`config.mk`:
```
export PLATFORM = sky130hd
export DESIGN_NAME = hi_sniff_conditioner
export DESIGN_NICKNAME = d
export VERILOG_FILES = /design/src/rtl/hi_sniff_conditioner.sv
export SDC_FILE = /design/constraint.sdc
export NUM_CORES = 1
export LEC_CHECK = 0
export ABC_AREA = 1
export BUFFER_PORTS_ARGS = -buffer_cell sky130_fd_sc_hd__buf_2
export CAP_MARGIN = 20
export CORE_MARGIN = 8
export CORE_UTILIZATION = 60
export DETAILED_ROUTE_END_ITERATION = 8
export PLACE_DENSITY_LB_ADDON = 0.08
export SYNTH_ARGS = -nofsm -noshare
export SYNTH_HDL_FRONTEND = slang
export SYNTH_SLANG_ARGS = --single-unit
```
`constraint.sdc`:
```
create_clock -name ck_1356meg -period 8.02 [get_ports ck_1356meg]
set_input_delay 0.802 -clock ck_1356meg [delete_from_list [all_inputs] [get_ports ck_1356meg]]
set_output_delay 0.802 -clock ck_1356meg [all_outputs]
set_load 0.02 [all_outputs]
```
`src/rtl/hi_sniff_conditioner.sv`:
```
// rtl/hi_sniff_conditioner.sv - ADC window reducer and hysteresis modulation detector for the HF sniff path
// Optional DC-blocking baseline on the mean output: HI_SNIFF_COND_DCBLOCK_EN
module hi_sniff_conditioner #(
   parameter int WIN_LOG2 = 3,
   parameter int HYST     = 8
) (
   input  logic       ck_1356meg,
   input  logic       reset,
   input  logic [7:0] adc_d,
   input  logic [1:0] mode,
   input  logic [7:0] thresh,
   input  logic       enable,
   output logic [7:0] sample_out,
   output logic       sample_stb,
   output logic       mod_detect,
   output logic       overrun
);

   localparam int SW = 8 + WIN_LOG2;

   logic [7:0]          adc_q;
   logic                adc_vld;
   logic [WIN_LOG2-1:0] count;
   logic [SW-1:0]       sum;
   logic [7:0]          min_v;
   logic [7:0]          max_v;
   logic [1:0]          mode_q;

   logic                act;
   logic                last;
   logic [SW-1:0]       sum_n;
   logic [7:0]          min_n;
   logic [7:0]          max_n;
   logic [7:0]          mean;
   logic [7:0]          mean_out;
   logic [7:0]          result;
   logic [8:0]          hi_sum;
   logic [7:0]          set_lvl;
   logic [7:0]          clr_lvl;

   // adc_vld keeps the reset value of adc_q out of the first window
   assign act  = enable & adc_vld;
   assign last = act & (&count);

   always_comb begin
      sum_n  = sum + {{WIN_LOG2{1'b0}}, adc_q};
      min_n  = (adc_q < min_v) ? adc_q : min_v;
      max_n  = (adc_q > max_v) ? adc_q : max_v;
      mean   = sum_n[SW-1:WIN_LOG2];
      result = mean_out;
      case (mode_q)
         2'd0: result = mean_out;
         2'd1: result = max_n - min_n;
         2'd2: result = max_n;
         2'd3: result = {max_n[7:4], min_n[7:4]};
         default: result = mean_out;
      endcase
   end

   always_comb begin
      hi_sum  = {1'b0, thresh} + 9'(HYST);
      set_lvl = hi_sum[8] ? 8'hFF : hi_sum[7:0];
      clr_lvl = ({1'b0, thresh} < 9'(HYST)) ? 8'h00 : 8'(thresh - 8'(HYST));
   end

`ifdef HI_SNIFF_COND_DCBLOCK_EN
   logic [15:0]        baseline;
   logic signed [16:0] bl_err;
   logic [15:0]        bl_next;
   logic signed [9:0]  dc_diff;

   always_comb begin
      bl_err  = $signed({1'b0, mean, 8'h00}) - $signed({1'b0, baseline});
      bl_next = baseline + 16'(bl_err >>> 4);
      dc_diff = $signed({2'b00, mean}) - $signed({2'b00, baseline[15:8]}) + 10'sd128;
      if (dc_diff < 10'sd0)
         mean_out = 8'h00;
      else if (dc_diff > 10'sd255)
         mean_out = 8'hFF;
      else
         mean_out = dc_diff[7:0];
   end

   always_ff @(posedge ck_1356meg or posedge reset) begin
      if (reset)
         baseline <= 16'h8000;
      else if (last)
         baseline <= bl_next;
   end
`else
   assign mean_out = mean;
`endif

   always_ff @(posedge ck_1356meg or posedge reset) begin
      if (reset) begin
         adc_q      <= 8'h00;
         adc_vld    <= 1'b0;
         count      <= '0;
         sum        <= '0;
         min_v      <= 8'hFF;
         max_v      <= 8'h00;
         mode_q     <= 2'd0;
         sample_out <= 8'h00;
         sample_stb <= 1'b0;
         mod_detect <= 1'b0;
         overrun    <= 1'b0;
      end else begin
         adc_q      <= adc_d;
         adc_vld    <= 1'b1;
         sample_stb <= last;
         if (adc_q > set_lvl)
            mod_detect <= 1'b1;
         else if (adc_q < clr_lvl)
            mod_detect <= 1'b0;
         // Mode is latched on the first sample of a window; any later change is an overrun
         if ((count != '0) && (mode != mode_q))
            overrun <= 1'b1;
         if (act) begin
            if (count == '0)
               mode_q <= mode;
            count <= count + 1'b1;
            if (last) begin
               sample_out <= result;
               sum        <= '0;
               min_v      <= 8'hFF;
               max_v      <= 8'h00;
            end else begin
               sum   <= sum_n;
               min_v <= min_n;
               max_v <= max_n;
            end
         end
      end
   end

endmodule

```
==> out/results.ini <==
[finish]
final_common_cell=nand2_1
drive_gt1_frac=0.147
final_util=0.672
final_cell_mix=nand2_1 (115), inv_1 (76), ha_1 (50)
syn_to_final_growth_pct=7.89
final_nets=618
n_antenna_cell=0

[synthesis]
synth_edf_count=0
synth.distinct_cells=41
synth_top_flop_cell=dfrtp_1
netlist_area_mm2=0.00398
synthArstFlopShare=1.00
synth_seq_cells=52
ys_seq_area_frac=0.329
syn_nets=586
avgSynthCellArea_um2=7.76
ys.warnings.count=0
netlist.area_leader.share=0.277
postSynthCellCount=513
synth.largest_area_cell=dfrtp_1
synth_area_leaders=dfrtp_1 (28%), ha_1 (16%), nand2_1 (11%)

[sta]
worstMarginPinSlew_ns=0.770
final_hold_viol_count=0
clock_skew_ns=0.0165
max_freq_mhz=283
relSlewSlack=0.486
rsz0062_at_grt=no
min_period_ns=3.54
tns_ns=0
period_share=0.441
layout_setup_ws_ns=4.48
setup_viol=0
report.final.slew_viol_count=0

[clock_network]
clockRootBuffer=clkbuf_8
clk_path_buf_depth=2
clk_pin_slew_ns=0.10
holdBufCountCts=0
cts_resized=0
cts_buffers=5
cts_tree=done
worstSkewPairLatency_ns=0.32
cts.sinks=52
cts_max_level=2
cts_setup_buffers=0

[worst_setup_path]
cp-start-kind=flip-flop
worst_setup_path_end_kind=flip-flop
critPathMaxFanout=16
cp.required_ns=8.28
cp_data_arrival_time_ns=3.80
worstSetupPathType=flip-flop to flip-flop

[power_and_ir_drop]
power_density_mw_per_mm2=360
clockPowerShare=0.100
p_seq_frac=0.282
power.internal_uw=781
p_sw_uw=763
combPwrFrac=0.618
swShare=0.494
p_leak_nw=2.31
peakVddDrop_mv=0.244
finalPower_mw=1.54

[routing]
first_pass_iters=4
via_per_inst=5.61
detail-route-antenna-nets=0
vias=3496
drc_errors=0
drt-wirelength-per-cell_um=15.0
drt-total-wl_mm=9.35
drtIter0Drc=216

[global_route]
gr-usage-all-layers=0.204
antenna_found_initial=0
grt_max_degree=53
grt_pass1_vias=3512
grt_pass1_wl_mm=16.2
grt.overflow.total=0

[placed_design]
preCtsSetupSlack_ns=4.55
place_hpwl_mm=7.26
io_buffers=31
gp_congestion=0.870

[floorplan]
dieArea_mm2=0.00950
placementRows=29
core_mm2=0.00639
die_h_um=97.4
ioPinCount=32
die_width_um=97.4
start_util=0.623

[min_path]
min_path_type=flip-flop to flip-flop

[run]
drv_cap=0

[run_status]
outcome=finished clean

stage by stage:
step | cell area, um2 | hold WS [ns] | cells
2_1_floorplan | 3980 | 0.457 | 513
3_3_place_gp | 4210 | 0.455 | 615
3_5_place_dp | 4210 | 0.465 | 615
4_1_cts | 4290 | 0.490 | 623
5_1_grt | 4290 | 0.526 | 623
6_report | 4290 | 0.484 | 623
state kept, by name, indices dropped and copies added (netlist names):
| name | cells |
|---|---|
| sample_out | 8 |
| mode_q | 2 |
| min_v | 8 |
| adc_q | 8 |
| count | 3 |
| max_v | 8 |
| adc_vld | 1 |
| sum | 11 |
| overrun | 1 |
| mod_detect | 1 |
| sample_stb | 1 |
worst max-delay path: stages (launching register included):
cell	delay (ns)
dfstp_2	0.56
inv_1	0.05
ha_1	0.28
a21oi_1	0.17
nor2_1	0.09
nor3_4	0.19
nand2_4	0.17
o21ai_0	0.42
ha_1	0.32
nand2_1	0.07
nand2_1	0.05
a21oi_1	0.16
nor2_1	0.07
nand2_1	0.08
inv_1	0.06
a221oi_1	0.34
nand2_1	0.11
nand2_1	0.08
nand3_2	0.06
a21oi_2	0.13
final cells by class:
class / count / area (um2)
repair buffers: 33 / 170
clock inverters: 2 / 16.3
multi-input cells: 375 / 2330
fillers: 542 / 2090
clock buffers: 6 / 72.6
inverters: 78 / 293
flip-flops and latches: 52 / 1310
well taps: 77 / 96.3
power by group through the flow:
stage / Clock, mW / Combinational (mW) / Sequential (mW)
2_1_floorplan: 0 / 0.726 / 0.442
3_5_place_dp: 0 / 0.941 / 0.440
4_1_cts: 0.160 / 0.947 / 0.435
3_3_place_gp: 0 / 0.914 / 0.436
6_report: 0.155 / 0.954 / 0.435
5_1_grt: 0.169 / 1.09 / 0.447
metal layers:
layer / wire length, um / track usage / vias up
li1: - / - / 1753
met1: 4100 / 0.253 / 1634
met2: 4580 / 0.345 / 91
met3: 445 / 0.0363 / 18
met4: 227 / 0.0723 / 0
met5: 0 / 0 / -
cell usage after synthesis (5+ instances only):
cell type and instances:
nand2_2 8, nor3_1 5, o22ai_1 8, nor2_1 33
nand4_1 6, nand2_4 6, dfstp_2 8, xor2_1 7
or2_2 6, o21ai_0 31, nand3_1 24, clkbuf_1 6
inv_1 77, ha_1 50, a21oi_1 27, nand2_1 115
dfrtp_1 44, o21ai_1 11
worst paths after layout:
kind | cells past startpoint | start | slack (ns) | endpoint
setup / recovery | 19 | min_v[5] | 4.48 | sample_out[7]
hold / removal | 2 | mod_detect | 0.48 | mod_detect
setup reg to reg | 19 | min_v[5] | 4.48 | sample_out[7]
hold reg to reg | 2 | mod_detect | 0.48 | mod_detect
max in group asynchronous | 3 | reset | 6.91 | max_v[2]
min in group asynchronous | 3 | reset | 0.64 | mod_detect
logic make-up after synthesis:
logic type | share of synthesized area
compound gates | 0.152
xor+xnor | 0.0220
fa+ha+maj | 0.167
buf+inv | 0.0839
flops | 0.329
other cells | 0.000942
simple gates | 0.245
(Power assumes the default switching activity.)
